===== src/rtl/mem_arb_pkg.sv =====
// mem_arb_pkg: shared FSM state type and control-field widths for the memory arbiter.
package mem_arb_pkg;
   localparam int READCTL_W = 3;
   localparam int WRITECTL_W = 2;
   typedef enum logic [1:0] {IDLE, GRANT_IF, GRANT_D} state_t;
endpackage


===== src/rtl/mem_arbiter_if.sv =====
// mem_arbiter_if: fetch, data and unified-memory signal bundle; slave = arbiter view.
interface mem_arbiter_if import mem_arb_pkg::*; #(
   parameter int AW = 32,
   parameter int DW = 32
);
   logic                  if_req, if_valid;
   logic [AW-1:0]         if_addr;
   logic [DW-1:0]         if_rdata;
   logic                  d_req, d_we, d_valid;
   logic [AW-1:0]         d_addr;
   logic [DW-1:0]         d_wdata, d_rdata;
   logic [READCTL_W-1:0]  d_readctl;
   logic [WRITECTL_W-1:0] d_writectl;
   logic                  mem_req, mem_we, mem_ack;
   logic [AW-1:0]         mem_addr;
   logic [DW-1:0]         mem_wdata, mem_rdata;
   logic [READCTL_W-1:0]  mem_readctl;
   logic [WRITECTL_W-1:0] mem_writectl;
   modport slave (
      input  if_req, if_addr, d_req, d_we, d_addr, d_wdata, d_readctl, d_writectl, mem_ack, mem_rdata,
      output if_rdata, if_valid, d_rdata, d_valid, mem_req, mem_we, mem_addr, mem_wdata, mem_readctl, mem_writectl
   );
   modport master (
      output if_req, if_addr, d_req, d_we, d_addr, d_wdata, d_readctl, d_writectl, mem_ack, mem_rdata,
      input  if_rdata, if_valid, d_rdata, d_valid, mem_req, mem_we, mem_addr, mem_wdata, mem_readctl, mem_writectl
   );
endinterface


===== src/rtl/mem_arb_pick.sv =====
// mem_arb_pick: combinational one-hot grant {d, if} from the eligible requests.
// MEM_ARB_RR_EN: contention goes to the requester not granted last; otherwise d always wins.
module mem_arb_pick (
   input  logic       if_elig_i,
   input  logic       d_elig_i,
   input  logic       last_d_i,
   output logic [1:0] gnt_o
);
   logic d_win;
`ifdef MEM_ARB_RR_EN
   assign d_win = d_elig_i && !(if_elig_i && last_d_i);
`else
   logic unused_last;
   assign unused_last = last_d_i;
   assign d_win = d_elig_i;
`endif
   assign gnt_o = {d_win, if_elig_i && !d_win};
endmodule


===== src/rtl/mem_arbiter.sv =====
// mem_arbiter: arbitrates instruction-fetch and data requests onto one memory port.
// MEM_ARB_RR_EN selects round-robin on contention; default build gives data fixed priority.
module mem_arbiter import mem_arb_pkg::*; #(
   parameter int AW = 32,
   parameter int DW = 32
) (
   input logic          clk,
   input logic          reset,
   mem_arbiter_if.slave bus
);
   state_t                state_q, state_d;
   logic [1:0]            gnt;
   logic                  last_d, load, ack_if, ack_d;
   logic                  if_valid_q, d_valid_q, mem_we_q;
   logic [AW-1:0]         mem_addr_q;
   logic [DW-1:0]         mem_wdata_q, if_rdata_q, d_rdata_q;
   logic [READCTL_W-1:0]  mem_readctl_q;
   logic [WRITECTL_W-1:0] mem_writectl_q;

   // a requester whose valid is high is finishing, so its held request is not new
   mem_arb_pick u_pick (
      .if_elig_i(bus.if_req && !if_valid_q),
      .d_elig_i (bus.d_req && !d_valid_q),
      .last_d_i (last_d),
      .gnt_o    (gnt)
   );

   always_comb begin
      load = state_q == IDLE && |gnt;
      ack_if = state_q == GRANT_IF && bus.mem_ack;
      ack_d = state_q == GRANT_D && bus.mem_ack;
      state_d = state_q == IDLE ? (gnt[1] ? GRANT_D : gnt[0] ? GRANT_IF : IDLE) : bus.mem_ack ? IDLE : state_q;
   end

   always_ff @(posedge clk or negedge reset) begin
      if (!reset) begin
         state_q <= IDLE;
         if_valid_q <= 1'b0;
         d_valid_q <= 1'b0;
         if_rdata_q <= '0;
         d_rdata_q <= '0;
         mem_we_q <= 1'b0;
         mem_addr_q <= '0;
         mem_wdata_q <= '0;
         mem_readctl_q <= '0;
         mem_writectl_q <= '0;
      end else begin
         state_q <= state_d;
         if_valid_q <= ack_if;
         d_valid_q <= ack_d;
         if (ack_if) if_rdata_q <= bus.mem_rdata;
         if (ack_d && !mem_we_q) d_rdata_q <= bus.mem_rdata;
         if (load) begin
            mem_we_q <= gnt[1] && bus.d_we;
            mem_addr_q <= gnt[1] ? bus.d_addr : bus.if_addr;
            mem_wdata_q <= gnt[1] ? bus.d_wdata : '0;
            mem_readctl_q <= gnt[1] ? bus.d_readctl : '0;
            mem_writectl_q <= gnt[1] ? bus.d_writectl : '0;
         end
      end
   end

`ifdef MEM_ARB_RR_EN
   logic last_d_q;
   always_ff @(posedge clk or negedge reset) begin
      if (!reset) last_d_q <= 1'b0;
      else if (load) last_d_q <= gnt[1];
   end
   assign last_d = last_d_q;
`else
   assign last_d = 1'b0;
`endif

   assign bus.mem_req = state_q != IDLE;
   assign bus.mem_we = mem_we_q;
   assign bus.mem_addr = mem_addr_q;
   assign bus.mem_wdata = mem_wdata_q;
   assign bus.mem_readctl = mem_readctl_q;
   assign bus.mem_writectl = mem_writectl_q;
   assign bus.if_valid = if_valid_q;
   assign bus.if_rdata = if_rdata_q;
   assign bus.d_valid = d_valid_q;
   assign bus.d_rdata = d_rdata_q;
endmodule


===== src/flat_wrapper.sv =====
// flat-port wrapper written by rule: the top's interface ports become plain ports
module mem_arbiter_flat import mem_arb_pkg::*;
#(
   parameter int AW = 32,
   parameter int DW = 32
)
  (clk, reset, bus_if_req, bus_if_addr, bus_d_req, bus_d_we, bus_d_addr, bus_d_wdata, bus_d_readctl, bus_d_writectl, bus_mem_ack, bus_mem_rdata, bus_if_rdata, bus_if_valid, bus_d_rdata, bus_d_valid, bus_mem_req, bus_mem_we, bus_mem_addr, bus_mem_wdata, bus_mem_readctl, bus_mem_writectl);
  mem_arbiter_if #(.AW(AW), .DW(DW)) bus_i ();
  input logic clk;
  input logic reset;
  input wire logic [$bits(bus_i.if_req)-1:0] bus_if_req;
  input wire logic [$bits(bus_i.if_addr)-1:0] bus_if_addr;
  input wire logic [$bits(bus_i.d_req)-1:0] bus_d_req;
  input wire logic [$bits(bus_i.d_we)-1:0] bus_d_we;
  input wire logic [$bits(bus_i.d_addr)-1:0] bus_d_addr;
  input wire logic [$bits(bus_i.d_wdata)-1:0] bus_d_wdata;
  input wire logic [$bits(bus_i.d_readctl)-1:0] bus_d_readctl;
  input wire logic [$bits(bus_i.d_writectl)-1:0] bus_d_writectl;
  input wire logic [$bits(bus_i.mem_ack)-1:0] bus_mem_ack;
  input wire logic [$bits(bus_i.mem_rdata)-1:0] bus_mem_rdata;
  output wire logic [$bits(bus_i.if_rdata)-1:0] bus_if_rdata;
  output wire logic [$bits(bus_i.if_valid)-1:0] bus_if_valid;
  output wire logic [$bits(bus_i.d_rdata)-1:0] bus_d_rdata;
  output wire logic [$bits(bus_i.d_valid)-1:0] bus_d_valid;
  output wire logic [$bits(bus_i.mem_req)-1:0] bus_mem_req;
  output wire logic [$bits(bus_i.mem_we)-1:0] bus_mem_we;
  output wire logic [$bits(bus_i.mem_addr)-1:0] bus_mem_addr;
  output wire logic [$bits(bus_i.mem_wdata)-1:0] bus_mem_wdata;
  output wire logic [$bits(bus_i.mem_readctl)-1:0] bus_mem_readctl;
  output wire logic [$bits(bus_i.mem_writectl)-1:0] bus_mem_writectl;
  assign bus_i.if_req = bus_if_req;
  assign bus_i.if_addr = bus_if_addr;
  assign bus_i.d_req = bus_d_req;
  assign bus_i.d_we = bus_d_we;
  assign bus_i.d_addr = bus_d_addr;
  assign bus_i.d_wdata = bus_d_wdata;
  assign bus_i.d_readctl = bus_d_readctl;
  assign bus_i.d_writectl = bus_d_writectl;
  assign bus_i.mem_ack = bus_mem_ack;
  assign bus_i.mem_rdata = bus_mem_rdata;
  assign bus_if_rdata = bus_i.if_rdata;
  assign bus_if_valid = bus_i.if_valid;
  assign bus_d_rdata = bus_i.d_rdata;
  assign bus_d_valid = bus_i.d_valid;
  assign bus_mem_req = bus_i.mem_req;
  assign bus_mem_we = bus_i.mem_we;
  assign bus_mem_addr = bus_i.mem_addr;
  assign bus_mem_wdata = bus_i.mem_wdata;
  assign bus_mem_readctl = bus_i.mem_readctl;
  assign bus_mem_writectl = bus_i.mem_writectl;
  mem_arbiter #(.AW(AW), .DW(DW)) u_core (.clk(clk), .reset(reset), .bus(bus_i));
endmodule

===== config.mk =====
export PLATFORM = sky130hd
export DESIGN_NAME = mem_arbiter_flat
export DESIGN_NICKNAME = d
export VERILOG_FILES = /design/src/rtl/mem_arb_pkg.sv /design/src/rtl/mem_arbiter_if.sv /design/src/rtl/mem_arb_pick.sv /design/src/rtl/mem_arbiter.sv /design/src/flat_wrapper.sv
export SDC_FILE = /design/constraint.sdc
export NUM_CORES = 1
export LEC_CHECK = 0
export ABC_AREA = 1
export BUFFER_PORTS_ARGS = -buffer_cell sky130_fd_sc_hd__buf_2
export CORE_UTILIZATION = 50
export CTS_CLUSTER_DIAMETER = 200
export DETAILED_ROUTE_END_ITERATION = 10
export PLACE_DENSITY_LB_ADDON = 0.25
export SETUP_SLACK_MARGIN = 0.15
export SYNTH_ARGS = -nofsm -noshare
export SYNTH_HDL_FRONTEND = slang
export SYNTH_SLANG_ARGS = --single-unit

===== constraint.sdc =====
create_clock -name clk -period 1.8 [get_ports clk]
set_input_delay 0.09 -clock clk [delete_from_list [all_inputs] [get_ports clk]]
set_output_delay 0.09 -clock clk [all_outputs]
set_load 0.01 [all_outputs]

==> results list <==
- The worst setup path is captured at a flop.
- The tree built by TritonCTS fans out to 138 sinks.
- Total cell area at the placement stage: 0.007181 mm2
* Placed Cells: 1057
* Total routing usage reported by global routing: 0.3095
- Based on the critical path, the design can be clocked at up to 0.7429 GHz.
- Area taken by multi-input logic gates: 0.001834 mm2
- TritonCTS built the clock tree.
- Setup slack on the worst flop-to-flop path: 450 ps
- The routed design has 17660 um of wire.
* Vias/cell: 4.997
* Type of the worst setup path: reg2reg
* Slew HR: 0.7165
- The worst hold path terminates at u_core.bus.mem_addr[6].
- Setup total negative slack on the finished layout was measured at 0 ps.
* FF-to-FF path depth: 5
* Final cell count without fillers: 1190
* Detailed Routing Iterations Pass 1: 5
- Sequential power share: 0.374
- Flip-flop cell with the highest count after synthesis: sky130_fd_sc_hd__dfrtp_1
- In the finished design, the share of the clock period the worst path needs comes to 0.7478.
- Sorting the synthesized cells by how often they occur yields sky130_fd_sc_hd__nand2_1 (345), sky130_fd_sc_hd__dfrtp_1 (138), sky130_fd_sc_hd__o21ai_0 (45).
- The share of total power dissipated in the clock network is 0.241.
- Area of all sequential standard cells: 0.003453 mm2
* Cell-internal power: 8.942 mW
* Worst endpoint required time: 2080 ps
* DRC marker count from the first detailed-route iteration: 404
* Synth warn: 0
* Post-synth EDFFs: 0
- The number of clock buffers added by TritonCTS is 17.
- For this run, the register share of the synthesized area comes to 0.6121.
* Post-Synthesis Cell Area: 0.005642 mm2
- Of the total power, combinational logic draws 0.385.
* Area growth from synthesis to layout: 55.58%
- Power spread over the standard cell area amounts to 1664 mW/mm2.
* Worst reg2reg startpoint: u_core.state_q[0]
- Outcome: finished clean
- The floorplan step defined a die boundary enclosing 0.01171 mm2.
- After routing the design area is 0.008777 mm2.
- Fillers: 684
- VDD sags by at most 988.6 uV.
* Antenna violations before repair: 1
* Net count after synthesis: 806
* CP Data Arrival Time: 1620 ps
- Die X-Extent: 108.2 um
- In the final layout, the share of cells above drive strength 1 is 0.3130.
* Leakage component of the power: 5.071 nW
- After clock tree synthesis, the clock-pin slew on the worst setup and hold paths is 60 ps.
* Largest cells by area after synthesis: sky130_fd_sc_hd__dfrtp_1 (61%), sky130_fd_sc_hd__nand2_1 (23%), sky130_fd_sc_hd__o21ai_0 (4.0%), sky130_fd_sc_hd__nand3_1 (2.9%), sky130_fd_sc_hd__inv_1 (2.6%)
* Startpoint types: flop
- Syn avg cell area: 8.458 um2
- The floorplan step set the die height to 108.2 um.
- I/O pin cnt: 276
- The number of global-route vias before repair is 6083.
- The tool flagged a number of max-cap violations equal to 0.
- Setup repair after global routing left no endpoint under its margin.
- Counting every instance in the synthesized netlist gives 667.
* Total vias in the final route: 5947
* Routed wirelength normalized by instance count: 14.84 um
- The synthesized netlist contains 16 unique library cells.
- Summed over all instances, the cell type with the most area after synthesis is sky130_fd_sc_hd__dfrtp_1.
- Final max-slew violation count: 0
- Time the final worst path needs with I/O delays and setup: 1346 ps
- Crit path max fanout: 64
- The number of gates resized after CTS was 0.
* Maximum number of pins on one net before global-route repair: 66
* Most frequently used cell type in the post-synthesis netlist: sky130_fd_sc_hd__nand2_1
* Slew of the pin with the lowest slew margin: 425.3 ps
* DRC violations left: 0
- Area fraction of the dominant cell type after synthesis: 0.6121
* Post-route antenna net violation count: 0
- Post-Route Skew: 10.94 ps
- Number of setup violations in the final report: 0
* Half-perimeter wire length after placement: 10510 um
* First-pass GRT wire length: 27840 um
* Asr flop ratio synth: 1.000
- Maximum clock path buffer count: 2
* CTS root buffer: sky130_fd_sc_hd__clkbuf_16
* Worst Min Path Start: bus_d_addr[6]
* Core Box Area: 0.01094 mm2
* H-tree level count: 4
- Final global-route overflow total: 0
* Gpl congestion: 0.7779
- The number of failing hold endpoints at the final stage came to 0.
- For this configuration, the core starts out at a cell density of 0.5159.
- The clock reaches the later pin of the worst-skew pair after 400 ps.
- For this design the total switching power over the nets is 5.662 mW.
- Of the total power, the share spent switching nets is 0.3877.
- The worst register-to-register path ends at u_core.bus.mem_wdata[23].
* Number of rows in the core area: 38
* Hold Path Cell Cnt: 5
- Tightest Hold Check Type: in2reg
* Synthesized flop and latch total: 138
* Count of port buffers added during placement: 275
- At the end of the flow, the number of nets in the layout was 1174.
[through the flow]
stage	setup WS (ps)	power, mW	util	hold slack (ps)
2_1_floorplan	659.7	8.356	-	-205.6
6_report	453.9	14.60	0.8026	10.98
3_3_place_gp	541.8	10.61	0.6566	40.88
5_1_grt	380.7	15.55	0.8024	18.66
3_5_place_dp	498.9	10.77	0.6566	43.48
4_1_cts	463.5	14.50	0.8022	0.05670
[repair_timing]
action | CTS | global route
hold endpoints to repair | 228 | 0
setup buffers | 0 | 0
hold buffers | 99 | 0
[critical path: stages (launching register included)]
cell and delay (ps):
sky130_fd_sc_hd__dfrtp_1 420, sky130_fd_sc_hd__nor2_2 200, sky130_fd_sc_hd__nand2_2 160, sky130_fd_sc_hd__buf_12 220, sky130_fd_sc_hd__nand2_1 120, sky130_fd_sc_hd__nand2_1 70
[cells in the final DEF, fill, tap and decap left out]
master / n
sky130_fd_sc_hd__clkbuf_8: 1
sky130_fd_sc_hd__nand2_2: 3
sky130_fd_sc_hd__o21ai_0: 45
sky130_fd_sc_hd__inv_6: 4
sky130_fd_sc_hd__o22ai_1: 1
sky130_fd_sc_hd__dfrtp_1: 138
sky130_fd_sc_hd__diode_2: 2
sky130_fd_sc_hd__inv_1: 39
sky130_fd_sc_hd__dlygate4sd3_1: 99
sky130_fd_sc_hd__o21ai_1: 20
sky130_fd_sc_hd__buf_12: 7
sky130_fd_sc_hd__nand2_1: 344
sky130_fd_sc_hd__clkbuf_1: 1
sky130_fd_sc_hd__clkinv_4: 2
sky130_fd_sc_hd__inv_8: 2
sky130_fd_sc_hd__bufinv_16: 2
sky130_fd_sc_hd__nor2_1: 1
sky130_fd_sc_hd__inv_2: 3
sky130_fd_sc_hd__nor2_2: 3
sky130_fd_sc_hd__buf_6: 1
sky130_fd_sc_hd__buf_4: 5
sky130_fd_sc_hd__clkbuf_16: 17
sky130_fd_sc_hd__clkinvlp_4: 3
sky130_fd_sc_hd__nand3_2: 1
sky130_fd_sc_hd__nand3_1: 32
sky130_fd_sc_hd__buf_2: 274
[registers in the layout, summed over array words and instances (netlist names)]
name and cells:
u_core.bus.d_rdata 32, u_core.bus.mem_writectl 2, u_core.bus.if_rdata 32, u_core.bus.mem_addr 32
u_core.bus.if_valid 1, u_core.bus.d_valid 1, u_core.bus.mem_readctl 3, u_core.bus.mem_we 1
u_core.bus.mem_wdata 32, u_core.state_q 2
[cells by family after synthesis]
| family | Yosys count | synth area share |
|---|---|---|
| AND/OR/NAND/NOR | 384 | 0.2650 |
| flip-flops | 138 | 0.6121 |
| buffers and inverters | 79 | 0.06409 |
| AO/OA/AOI/OAI | 66 | 0.05877 |
[metal layers]
metal,track usage,part of all wire,up-vias
met4,0.1918,0.039,0
met1,0.3562,0.38,2761
li1,-,-,2793
met2,0.5141,0.50,331
met5,0,0,-
met3,0.08318,0.082,62
[final cells by class]
class | instances | area share
Tap cell | 140 | 0.01996
Clock inverter | 13 | 0.01796
Inverter | 42 | 0.01796
Sequential cell | 138 | 0.3934
Clock buffer | 19 | 0.05046
Multi-Input combinational cell | 450 | 0.2090
Timing Repair Buffer | 386 | 0.2907
Antenna cell | 2 | 0.0005702
[power groups by stage]
| stage | sequential (mW) | combinational, mW | clock, mW |
|---|---|---|---|
| global placement | 5.40 | 5.21 | 0 |
| floorplan | 6.09 | 2.27 | 0 |
| CTS | 5.40 | 5.55 | 3.55 |
| finish | 5.46 | 5.62 | 3.52 |
| global route | 5.62 | 6.22 | 3.71 |
| detailed placement | 5.39 | 5.39 | 0 |
[worst max-delay path by stage]
stage | start | end | slack [ps] | cells past startpoint
2_1_floorplan | u_core.bus.d_valid | u_core.bus.mem_addr[0] | 660 | 7
6_report | u_core.state_q[0] | u_core.bus.mem_wdata[23] | 450 | 5
5_1_grt | u_core.bus.d_valid | u_core.bus.mem_wdata[23] | 380 | 7
3_5_place_dp | u_core.state_q[0] | u_core.bus.mem_wdata[31] | 500 | 5
4_1_cts | u_core.state_q[0] | bus_mem_req | 460 | 3
3_3_place_gp | u_core.state_q[0] | u_core.bus.mem_addr[22] | 540 | 6
Power figures use the tool's default switching activity.
